`config.mk`:
```
export PLATFORM = sky130hd
export DESIGN_NAME = id_stage_pipe_flat
export DESIGN_NICKNAME = d
export VERILOG_FILES = /design/src/rtl/id_stage_pipe_if.sv /design/src/rtl/id_stage_pipe.sv /design/src/flat_wrapper.sv
export SDC_FILE = /design/constraint.sdc
export NUM_CORES = 2
export LEC_CHECK = 0
export CAP_MARGIN = 20
export CORE_UTILIZATION = 35
export CTS_CLUSTER_DIAMETER = 80
export DETAILED_ROUTE_END_ITERATION = 7
export SYNTH_ARGS = -nofsm -noshare
export SYNTH_HDL_FRONTEND = slang
export SYNTH_SLANG_ARGS = --single-unit
```
`constraint.sdc`:
```
create_clock -name clk -period 3.45 [get_ports clk]
set_input_delay 0.8625 -clock clk [delete_from_list [all_inputs] [get_ports clk]]
set_output_delay 0.8625 -clock clk [all_outputs]
set_load 0.02 [all_outputs]
```
`src/rtl/id_stage_pipe_if.sv`:
```
// ---------------------------------------------------------------------------
// id_stage_pipe_if
//   Bundle of every non-clock/reset signal of the RV32I decode stage.
//   master : the surrounding pipeline (IF, WB, EX, hazard/flush control)
//   slave  : the decode stage itself
//   IF side  : if_valid, if_ready, if_instr, if_pc, if_pc4
//   WB side  : wb_we, wb_rd, wb_data
//   EX side  : ex_ready, flush, id_* registered ID/EX fields
//   Perf     : hazard_cnt, saturating count of load-use bubble cycles
// ---------------------------------------------------------------------------
interface id_stage_pipe_if #(
  parameter int XLEN       = 32,
  parameter int REG_ADDR_W = 5,
  parameter int PERF_W     = 16
);
  logic                  if_valid;
  logic                  if_ready;
  logic [31:0]           if_instr;
  logic [XLEN-1:0]       if_pc;
  logic [XLEN-1:0]       if_pc4;
  logic                  wb_we;
  logic [REG_ADDR_W-1:0] wb_rd;
  logic [XLEN-1:0]       wb_data;
  logic                  ex_ready;
  logic                  flush;
  logic                  id_valid;
  logic [XLEN-1:0]       id_pc;
  logic [XLEN-1:0]       id_pc4;
  logic [XLEN-1:0]       id_rs1_data;
  logic [XLEN-1:0]       id_rs2_data;
  logic [XLEN-1:0]       id_imm;
  logic [REG_ADDR_W-1:0] id_rs1;
  logic [REG_ADDR_W-1:0] id_rs2;
  logic [REG_ADDR_W-1:0] id_rd;
  logic [6:0]            id_opcode;
  logic [2:0]            id_funct3;
  logic                  id_funct7b5;
  logic                  id_reg_write;
  logic                  id_mem_read;
  logic                  id_mem_write;
  logic                  id_illegal;
  logic [PERF_W-1:0]     hazard_cnt;

  modport master (
    output if_valid, if_instr, if_pc, if_pc4, wb_we, wb_rd, wb_data,
           ex_ready, flush,
    input  if_ready, id_valid, id_pc, id_pc4, id_rs1_data, id_rs2_data,
           id_imm, id_rs1, id_rs2, id_rd, id_opcode, id_funct3, id_funct7b5,
           id_reg_write, id_mem_read, id_mem_write, id_illegal, hazard_cnt
  );

  modport slave (
    input  if_valid, if_instr, if_pc, if_pc4, wb_we, wb_rd, wb_data,
           ex_ready, flush,
    output if_ready, id_valid, id_pc, id_pc4, id_rs1_data, id_rs2_data,
           id_imm, id_rs1, id_rs2, id_rd, id_opcode, id_funct3, id_funct7b5,
           id_reg_write, id_mem_read, id_mem_write, id_illegal, hazard_cnt
  );
endinterface

```
`src/rtl/id_stage_pipe.sv`:
```
// ---------------------------------------------------------------------------
// id_stage_pipe
//   RV32I decode stage: register file with optional WB write-through bypass,
//   immediate generation, control decode, and a registered ID/EX stage with
//   valid/ready handshake, flush and load-use bubble insertion.
//   clk  : rising-edge clock
//   rst  : asynchronous, active-low reset
//   bus  : id_stage_pipe_if.slave (IF / WB / EX signals, see interface)
// ---------------------------------------------------------------------------
module id_stage_pipe #(
  parameter int XLEN       = 32,
  parameter int REG_ADDR_W = 5,
  parameter bit WB_BYPASS  = 1'b1,
  parameter int PERF_W     = 16
) (
  input  logic          clk,
  input  logic          rst,
  id_stage_pipe_if.slave bus
);
  localparam int NUM_REGS = 2**REG_ADDR_W;

  localparam logic [6:0] OP_I1  = 7'b0010011;
  localparam logic [6:0] OP_I2  = 7'b0000011;
  localparam logic [6:0] OP_S   = 7'b0100011;
  localparam logic [6:0] OP_R   = 7'b0110011;
  localparam logic [6:0] OP_BR  = 7'b1100011;
  localparam logic [6:0] OP_J   = 7'b1101111;
  localparam logic [6:0] OP_JR  = 7'b1100111;
  localparam logic [6:0] OP_U   = 7'b0110111;
  localparam logic [6:0] OP_UPC = 7'b0010111;

  // ---------------- register file ----------------
  logic [XLEN-1:0] r_regs [NUM_REGS];

  // NOTE: the register file is reset like any other state, so the loop
  // below is a reset of a memory; this keeps it in flops, not a RAM macro.
  always_ff @(posedge clk or negedge rst) begin
    if (!rst) begin
      for (int i = 0; i < NUM_REGS; i++) r_regs[i] <= '0;
    end else if (bus.wb_we && (bus.wb_rd != '0)) begin
      r_regs[bus.wb_rd] <= bus.wb_data;
    end
  end

  logic [31:0]           w_instr;
  logic [6:0]            w_opcode;
  logic [REG_ADDR_W-1:0] w_rs1, w_rs2, w_rd;
  logic [XLEN-1:0]       w_rs1_data, w_rs2_data;

  assign w_instr  = bus.if_instr;
  assign w_opcode = w_instr[6:0];
  assign w_rs1    = REG_ADDR_W'(w_instr[19:15]);
  assign w_rs2    = REG_ADDR_W'(w_instr[24:20]);
  assign w_rd     = REG_ADDR_W'(w_instr[11:7]);

  // x0 reads 0 even when WB targets it; the bypass only forwards real writes.
  assign w_rs1_data = (w_rs1 == '0) ? '0 :
                      (WB_BYPASS && bus.wb_we && bus.wb_rd == w_rs1) ? bus.wb_data :
                      r_regs[w_rs1];
  assign w_rs2_data = (w_rs2 == '0) ? '0 :
                      (WB_BYPASS && bus.wb_we && bus.wb_rd == w_rs2) ? bus.wb_data :
                      r_regs[w_rs2];

  // ---------------- decode ----------------
  logic [31:0] w_imm32;
  logic        w_reg_write, w_mem_read, w_mem_write, w_illegal;
  logic        w_uses_rs1, w_uses_rs2;

  // NOTE: every output gets a default before the case so no path leaves a
  // variable unassigned, which would otherwise infer a latch.
  always_comb begin
    w_imm32     = '0;
    w_reg_write = 1'b0;
    w_mem_read  = 1'b0;
    w_mem_write = 1'b0;
    w_illegal   = 1'b0;
    w_uses_rs1  = 1'b0;
    w_uses_rs2  = 1'b0;
    unique case (w_opcode)
      OP_I1, OP_I2, OP_JR: begin
        w_imm32     = {{20{w_instr[31]}}, w_instr[31:20]};
        w_reg_write = 1'b1;
        w_mem_read  = (w_opcode == OP_I2);
        w_uses_rs1  = 1'b1;
      end
      OP_S: begin
        w_imm32     = {{20{w_instr[31]}}, w_instr[31:25], w_instr[11:7]};
        w_mem_write = 1'b1;
        w_uses_rs1  = 1'b1;
        w_uses_rs2  = 1'b1;
      end
      OP_R: begin
        w_reg_write = 1'b1;
        w_uses_rs1  = 1'b1;
        w_uses_rs2  = 1'b1;
      end
      OP_BR: begin
        w_imm32    = {{20{w_instr[31]}}, w_instr[7], w_instr[30:25],
                      w_instr[11:8], 1'b0};
        w_uses_rs1 = 1'b1;
        w_uses_rs2 = 1'b1;
      end
      OP_J: begin
        w_imm32     = {{12{w_instr[31]}}, w_instr[19:12], w_instr[20],
                       w_instr[30:21], 1'b0};
        w_reg_write = 1'b1;
      end
      OP_U, OP_UPC: begin
        w_imm32     = {w_instr[31:12], 12'b0};
        w_reg_write = 1'b1;
      end
      default: w_illegal = 1'b1;
    endcase
  end

  // ---------------- ID/EX register and handshake ----------------
  logic                  r_id_valid;
  logic [XLEN-1:0]       r_id_pc, r_id_pc4, r_id_rs1_data, r_id_rs2_data, r_id_imm;
  logic [REG_ADDR_W-1:0] r_id_rs1, r_id_rs2, r_id_rd;
  logic [6:0]            r_id_opcode;
  logic [2:0]            r_id_funct3;
  logic                  r_id_funct7b5, r_id_reg_write, r_id_mem_read;
  logic                  r_id_mem_write, r_id_illegal;
  logic [PERF_W-1:0]     r_hazard_cnt;
  logic                  w_advance, w_hazard;

  assign w_advance = !r_id_valid || bus.ex_ready;
  // Load in ID/EX whose destination is read by the instruction in decode.
  assign w_hazard  = r_id_valid && r_id_mem_read && (r_id_rd != '0) && bus.if_valid &&
                     ((w_uses_rs1 && w_rs1 == r_id_rd) || (w_uses_rs2 && w_rs2 == r_id_rd));
  // A flush consumes (and drops) the incoming instruction regardless of stalls.
  assign bus.if_ready = bus.flush || (w_advance && !w_hazard);

  // NOTE: sequential state uses non-blocking assignments so every register
  // samples pre-edge values, independent of statement order.
  always_ff @(posedge clk or negedge rst) begin
    if (!rst) begin
      r_id_valid     <= 1'b0;
      r_id_pc        <= '0;
      r_id_pc4       <= '0;
      r_id_rs1_data  <= '0;
      r_id_rs2_data  <= '0;
      r_id_imm       <= '0;
      r_id_rs1       <= '0;
      r_id_rs2       <= '0;
      r_id_rd        <= '0;
      r_id_opcode    <= '0;
      r_id_funct3    <= '0;
      r_id_funct7b5  <= 1'b0;
      r_id_reg_write <= 1'b0;
      r_id_mem_read  <= 1'b0;
      r_id_mem_write <= 1'b0;
      r_id_illegal   <= 1'b0;
      r_hazard_cnt   <= '0;
    end else if (bus.flush) begin
      r_id_valid <= 1'b0;
    end else if (!w_advance) begin
      // EX is stalled: hold every field.
    end else if (w_hazard) begin
      r_id_valid <= 1'b0;
      if (r_hazard_cnt != '1) r_hazard_cnt <= r_hazard_cnt + 1'b1;
    end else begin
      r_id_valid     <= bus.if_valid;
      r_id_pc        <= bus.if_pc;
      r_id_pc4       <= bus.if_pc4;
      r_id_rs1_data  <= w_rs1_data;
      r_id_rs2_data  <= w_rs2_data;
      r_id_imm       <= XLEN'($signed(w_imm32));
      r_id_rs1       <= w_rs1;
      r_id_rs2       <= w_rs2;
      r_id_rd        <= w_rd;
      r_id_opcode    <= w_opcode;
      r_id_funct3    <= w_instr[14:12];
      r_id_funct7b5  <= w_instr[30];
      r_id_reg_write <= w_reg_write;
      r_id_mem_read  <= w_mem_read;
      r_id_mem_write <= w_mem_write;
      r_id_illegal   <= w_illegal;
    end
  end

  assign bus.id_valid     = r_id_valid;
  assign bus.id_pc        = r_id_pc;
  assign bus.id_pc4       = r_id_pc4;
  assign bus.id_rs1_data  = r_id_rs1_data;
  assign bus.id_rs2_data  = r_id_rs2_data;
  assign bus.id_imm       = r_id_imm;
  assign bus.id_rs1       = r_id_rs1;
  assign bus.id_rs2       = r_id_rs2;
  assign bus.id_rd        = r_id_rd;
  assign bus.id_opcode    = r_id_opcode;
  assign bus.id_funct3    = r_id_funct3;
  assign bus.id_funct7b5  = r_id_funct7b5;
  assign bus.id_reg_write = r_id_reg_write;
  assign bus.id_mem_read  = r_id_mem_read;
  assign bus.id_mem_write = r_id_mem_write;
  assign bus.id_illegal   = r_id_illegal;
  assign bus.hazard_cnt   = r_hazard_cnt;
endmodule

```
`src/flat_wrapper.sv`:
```
// flat-port wrapper written by rule: the top's interface ports become plain ports
module id_stage_pipe_flat 
#(
  parameter int XLEN       = 32,
  parameter int REG_ADDR_W = 5,
  parameter bit WB_BYPASS  = 1'b1,
  parameter int PERF_W     = 16
)
  (clk, rst, bus_if_valid, bus_if_instr, bus_if_pc, bus_if_pc4, bus_wb_we, bus_wb_rd, bus_wb_data, bus_ex_ready, bus_flush, bus_if_ready, bus_id_valid, bus_id_pc, bus_id_pc4, bus_id_rs1_data, bus_id_rs2_data, bus_id_imm, bus_id_rs1, bus_id_rs2, bus_id_rd, bus_id_opcode, bus_id_funct3, bus_id_funct7b5, bus_id_reg_write, bus_id_mem_read, bus_id_mem_write, bus_id_illegal, bus_hazard_cnt);
  id_stage_pipe_if #(.XLEN(XLEN), .REG_ADDR_W(REG_ADDR_W), .PERF_W(PERF_W)) bus_i ();
  input  logic clk;
  input  logic rst;
  input wire logic [$bits(bus_i.if_valid)-1:0] bus_if_valid;
  input wire logic [$bits(bus_i.if_instr)-1:0] bus_if_instr;
  input wire logic [$bits(bus_i.if_pc)-1:0] bus_if_pc;
  input wire logic [$bits(bus_i.if_pc4)-1:0] bus_if_pc4;
  input wire logic [$bits(bus_i.wb_we)-1:0] bus_wb_we;
  input wire logic [$bits(bus_i.wb_rd)-1:0] bus_wb_rd;
  input wire logic [$bits(bus_i.wb_data)-1:0] bus_wb_data;
  input wire logic [$bits(bus_i.ex_ready)-1:0] bus_ex_ready;
  input wire logic [$bits(bus_i.flush)-1:0] bus_flush;
  output wire logic [$bits(bus_i.if_ready)-1:0] bus_if_ready;
  output wire logic [$bits(bus_i.id_valid)-1:0] bus_id_valid;
  output wire logic [$bits(bus_i.id_pc)-1:0] bus_id_pc;
  output wire logic [$bits(bus_i.id_pc4)-1:0] bus_id_pc4;
  output wire logic [$bits(bus_i.id_rs1_data)-1:0] bus_id_rs1_data;
  output wire logic [$bits(bus_i.id_rs2_data)-1:0] bus_id_rs2_data;
  output wire logic [$bits(bus_i.id_imm)-1:0] bus_id_imm;
  output wire logic [$bits(bus_i.id_rs1)-1:0] bus_id_rs1;
  output wire logic [$bits(bus_i.id_rs2)-1:0] bus_id_rs2;
  output wire logic [$bits(bus_i.id_rd)-1:0] bus_id_rd;
  output wire logic [$bits(bus_i.id_opcode)-1:0] bus_id_opcode;
  output wire logic [$bits(bus_i.id_funct3)-1:0] bus_id_funct3;
  output wire logic [$bits(bus_i.id_funct7b5)-1:0] bus_id_funct7b5;
  output wire logic [$bits(bus_i.id_reg_write)-1:0] bus_id_reg_write;
  output wire logic [$bits(bus_i.id_mem_read)-1:0] bus_id_mem_read;
  output wire logic [$bits(bus_i.id_mem_write)-1:0] bus_id_mem_write;
  output wire logic [$bits(bus_i.id_illegal)-1:0] bus_id_illegal;
  output wire logic [$bits(bus_i.hazard_cnt)-1:0] bus_hazard_cnt;
  assign bus_i.if_valid = bus_if_valid;
  assign bus_i.if_instr = bus_if_instr;
  assign bus_i.if_pc = bus_if_pc;
  assign bus_i.if_pc4 = bus_if_pc4;
  assign bus_i.wb_we = bus_wb_we;
  assign bus_i.wb_rd = bus_wb_rd;
  assign bus_i.wb_data = bus_wb_data;
  assign bus_i.ex_ready = bus_ex_ready;
  assign bus_i.flush = bus_flush;
  assign bus_if_ready = bus_i.if_ready;
  assign bus_id_valid = bus_i.id_valid;
  assign bus_id_pc = bus_i.id_pc;
  assign bus_id_pc4 = bus_i.id_pc4;
  assign bus_id_rs1_data = bus_i.id_rs1_data;
  assign bus_id_rs2_data = bus_i.id_rs2_data;
  assign bus_id_imm = bus_i.id_imm;
  assign bus_id_rs1 = bus_i.id_rs1;
  assign bus_id_rs2 = bus_i.id_rs2;
  assign bus_id_rd = bus_i.id_rd;
  assign bus_id_opcode = bus_i.id_opcode;
  assign bus_id_funct3 = bus_i.id_funct3;
  assign bus_id_funct7b5 = bus_i.id_funct7b5;
  assign bus_id_reg_write = bus_i.id_reg_write;
  assign bus_id_mem_read = bus_i.id_mem_read;
  assign bus_id_mem_write = bus_i.id_mem_write;
  assign bus_id_illegal = bus_i.id_illegal;
  assign bus_hazard_cnt = bus_i.hazard_cnt;
  id_stage_pipe #(.XLEN(XLEN), .REG_ADDR_W(REG_ADDR_W), .WB_BYPASS(WB_BYPASS), .PERF_W(PERF_W)) u_core (.clk(clk), .rst(rst), .bus(bus_i));
endmodule
```
==> summary.txt <==
Hold path
  • Hold crit path type: input pin to asynchronous set/reset pin

Status
  • Status: finished clean

Floorplan
  • Full die area: between 0.15 and 0.2 sq mm
  • IO Pins: 347
  • Die extent in x: 426 um
  • Rows: 155
  • Die height: 426 um
  • Starting Density: 35.3%
  • Core area: 0.179 sq mm

Placement
  • Post-Place Setup Slack: -0.371 ns
  • Placed wire-length estimate: ~130,000 um
  • Dpl cells: approximately 6,700
  • I/O Buffers: approximately 350
  • Gpl congestion: around 0.85

Synth
  • Mean Syn Cell Area: 15.1 sq um
  • Predominant post-synthesis flop cell: dfrtp_1
  • Top-count cell post-synth: dfrtp_1
  • Commonest cells in the netlist: dfrtp_1, mux2_2, mux4_2
  • Warnings from Yosys: 0
  • Ranking of synthesized cells by area: dfrtp_1, mux2_2, mux4_2
  • Area of the mapped netlist: approximately 0.063 sq mm
  • Sequential area share after synthesis: between 40% and 50%
  • Post-synthesis register bit count: 1,231
  • Netlist cell types: 61
  • Area fraction of the dominant cell type after synthesis: 48.9%
  • Area leader, netlist: dfrtp_1
  • Post-synth EDFFs: 0
  • Post-synthesis net count: 4,319
  • Cells after Synth: 4,179
  • Ys async rst share: 100%

GRT
  • First-pass GRT wire length: 309,000 um
  • Vias in the first global route: 43,012
  • Largest net degree at the start of global routing: 114
  • Tot GR Track Use: 23.3%
  • Grt ovf: 0
  • Initial antenna violation count: 7

CTS
  • TritonCTS Buffers: 143
  • CTS root buf: clkbuf_16
  • Clock transition at path regs: 0.07 ns
  • Clock buffer depth: 3
  • Post-CTS Hold Buffers: 0
  • Clock Latency Late Sink: 0.80 ns
  • H-tree depth: 4
  • CTS tree: done
  • Sink Count: 1,231

Finish
  • Share of cells above drive strength 1: 48.4%
  • FF/Latch Area: 0.0308 sq mm
  • Area of the multi-input gates: 0.0302 sq mm
  • Fillcell total: 16,142
  • Fin util: 42.5%
  • Nets: roughly 4,600
  • Final non-filler cell total: 6,964
  • Syn-to-layout area delta: 20.6%

Route
  • Drt first pass iters: 7
  • Metal3 WL: 14,600 um
  • Via/cell ratio: 5.94
  • Routed wl met2: roughly 100,000 um
  • Total Wirelength: 211,000 um
  • Met1 WL: between 80,000 and 90,000 um
  • DRT iter0 DRCs: 3,794
  • Highest routed layer: met5
  • Drt drc: 0
  • DR vias: 41,352
  • WL per Instance: 30.4 um
  • Final ANT Viol Nets: 0

STA
  • Setup violators final: 0
  • Relative slew slack: 25.1%
  • Max Slew Vio Count: 0
  • Final hold vios: 0
  • Post-route setup TNS: 0 ns
  • Worst setup margin: 0.0992 ns
  • FMAX: 298 MHz
  • Crit path time final: 3.35 ns
  • Skew final: 0.0307 ns
  • Final hold slack: about 0.11 ns
  • Period utilisation layout: a little over nine tenths
  • Slew @ Worst Pin: 1.12 ns
  • Setup repair after global routing missed its margin: false

Setup path
  • CP arrival: 2.49 ns
  • Critical path's largest stage delay: around 0.47 ns
  • Critical Path RT: 2.59 ns
  • Worst setup EP type: primary output
  • Combined buffer and inverter count along the critical path: 2
  • Slowest CP cell: clkdlybuf4s50_1
  • Stages on the worst setup path: 7
  • Critical path class: input pin to primary output
  • Worst reg-to-reg path cell count: 8
  • CP startpoint kind: input pin
  • Critical Path, Cell by Cell: clkdlybuf4s50_1 -> nor2_2 -> nand4_1 -> a2111oi_4 -> o21a_2 -> o21bai_1 -> buf_2
  • Worst Path Max Fanout: 4
  • Critical path's top delay family: compound AO/OA/AOI/OAI gates

Power and ir drop
  • P_leak: 32.3 nW
  • Power per cell area: 570 mW/mm^2
  • Peak VDD IR: ~0.49 mV

Flow run
  • Max Cap Viol: 0
cell type report:
| type | instances | area share (%) |
|---|---|---|
| clock buffer | 203 | 5.47 |
| antenna | 2 | 0.00659 |
| tap | 2355 | 3.88 |
| sequential | 1231 | 40.5 |
| inverter | 12 | 0.0593 |
| multi-input combinational | 2472 | 39.8 |
| timing repair buffer | 642 | 9.57 |
| clock inverter | 47 | 0.701 |
path summary, 6_finish.rpt:
check / start / end / slack (ns)
min in group clk: u_core.r_regs[999]$_DFFE_PN0P_ / u_core.r_regs[999]$_DFFE_PN0P_ / 0.40
min: rst / u_core.r_regs[547]$_DFFE_PN0P_ / 0.11
max reg2reg: u_core.bus.id_rd[3]$_DFFE_PN0P_ / u_core.bus.id_rs2_data[13]$_DFFE_PN0P_ / 0.65
max in group asynchronous: rst / u_core.r_regs[413]$_DFFE_PN0P_ / 2.28
max: bus_if_instr[3] / bus_if_ready / 0.1
min reg2reg: u_core.r_regs[999]$_DFFE_PN0P_ / u_core.r_regs[999]$_DFFE_PN0P_ / 0.40
sequential cells by signal, indices dropped and copies added, names as in the netlist:
register / flops
u_core.bus.id_rs1: 5
u_core.bus.id_imm: 32
u_core.bus.id_valid: 1
u_core.bus.id_funct7b5: 1
u_core.bus.id_opcode: 7
u_core.bus.id_rs1_data: 32
u_core.bus.id_rs2: 5
u_core.bus.id_rs2_data: 32
u_core.r_regs: 1024
u_core.bus.id_mem_read: 1
u_core.bus.id_reg_write: 1
u_core.bus.id_pc4: 32
u_core.bus.hazard_cnt: 16
u_core.bus.id_pc: 32
u_core.bus.id_funct3: 3
u_core.bus.id_mem_write: 1
u_core.bus.id_illegal: 1
u_core.bus.id_rd: 5
cell families after synthesis:
kind of cell,count (synthesis),share of synthesized area (%)
compound gates,369,3.92
xor+xnor,34,0.473
fa+ha+maj,1,0.0199
buf+inv,476,3.63
flops,1231,48.9
mux,1794,40.7
simple gates,274,2.36
metrics by stage:
step	area, sq um	total power [mW]
finish	76000	43.3
global route	76000	45.1
detailed placement	71200	28.3
floorplan	63000	24.8
global placement	71200	28.0
CTS	75900	43.6
worst register-to-register path: cells and delay by family (launching register included):
| family | cells | cell delay, ns |
|---|---|---|
| buf+inv | 2 | 0.78 |
| xor+xnor | 1 | 0.17 |
| flops | 1 | 0.47 |
| compound gates | 2 | 0.48 |
| simple gates | 3 | 0.75 |
report_power, final:
| group | internal (mW) | switching (mW) | leakage (nW) | total (mW) |
|---|---|---|---|---|
| combinational | 5.37 | 3.61 | 14.3 | 8.97 |
| clock | 8.93 | 6.32 | 2.31 | 15.2 |
| sequential | 17.0 | 2.05 | 15.7 | 19.1 |
placed cells by master, fill, tap and decap left out, types with 7 or more instances in the layout:
master,n
nand2b_1,7
mux2i_1,149
mux2_2,1144
nand2_4,12
or4_1,31
o21ai_0,16
mux4_2,500
nor3_1,12
o22ai_1,92
nand2_1,50
nand4_1,10
clkbuf_1,27
a221oi_1,29
nand3b_1,8
nor2_1,15
a22o_1,31
a22oi_1,15
dfrtp_1,1231
buf_12,119
nand3_1,29
nor4_1,35
clkinv_2,21
clkbuf_16,146
clkdlybuf4s50_1,337
a31oi_1,32
inv_1,12
buf_4,173
xor2_1,23
bufinv_16,7
xnor2_1,11
nor2_4,19
clkbuf_8,32
nand2_2,7
a21oi_1,109
a221o_1,29
per-layer routing:
| layer | up-vias | GRT usage (%) |
|---|---|---|
| met2 | 1648 | 37.6 |
| li1 | 16847 | - |
| met1 | 22440 | 30.8 |
| met5 | - | 0 |
| met4 | 4 | 8.84 |
| met3 | 413 | 4.64 |
timing repair:
| item | in CTS | in global routing |
|---|---|---|
| setup endpoints to repair | 1 | 1 |
| resized for setup | 5 | 1 |
| pin swaps | 4 | 2 |
| endpoints found under the hold margin | 0 | 0 |
| setup buffers | 1 | 0 |
Note: power is estimated with default switching activity, not from simulation.
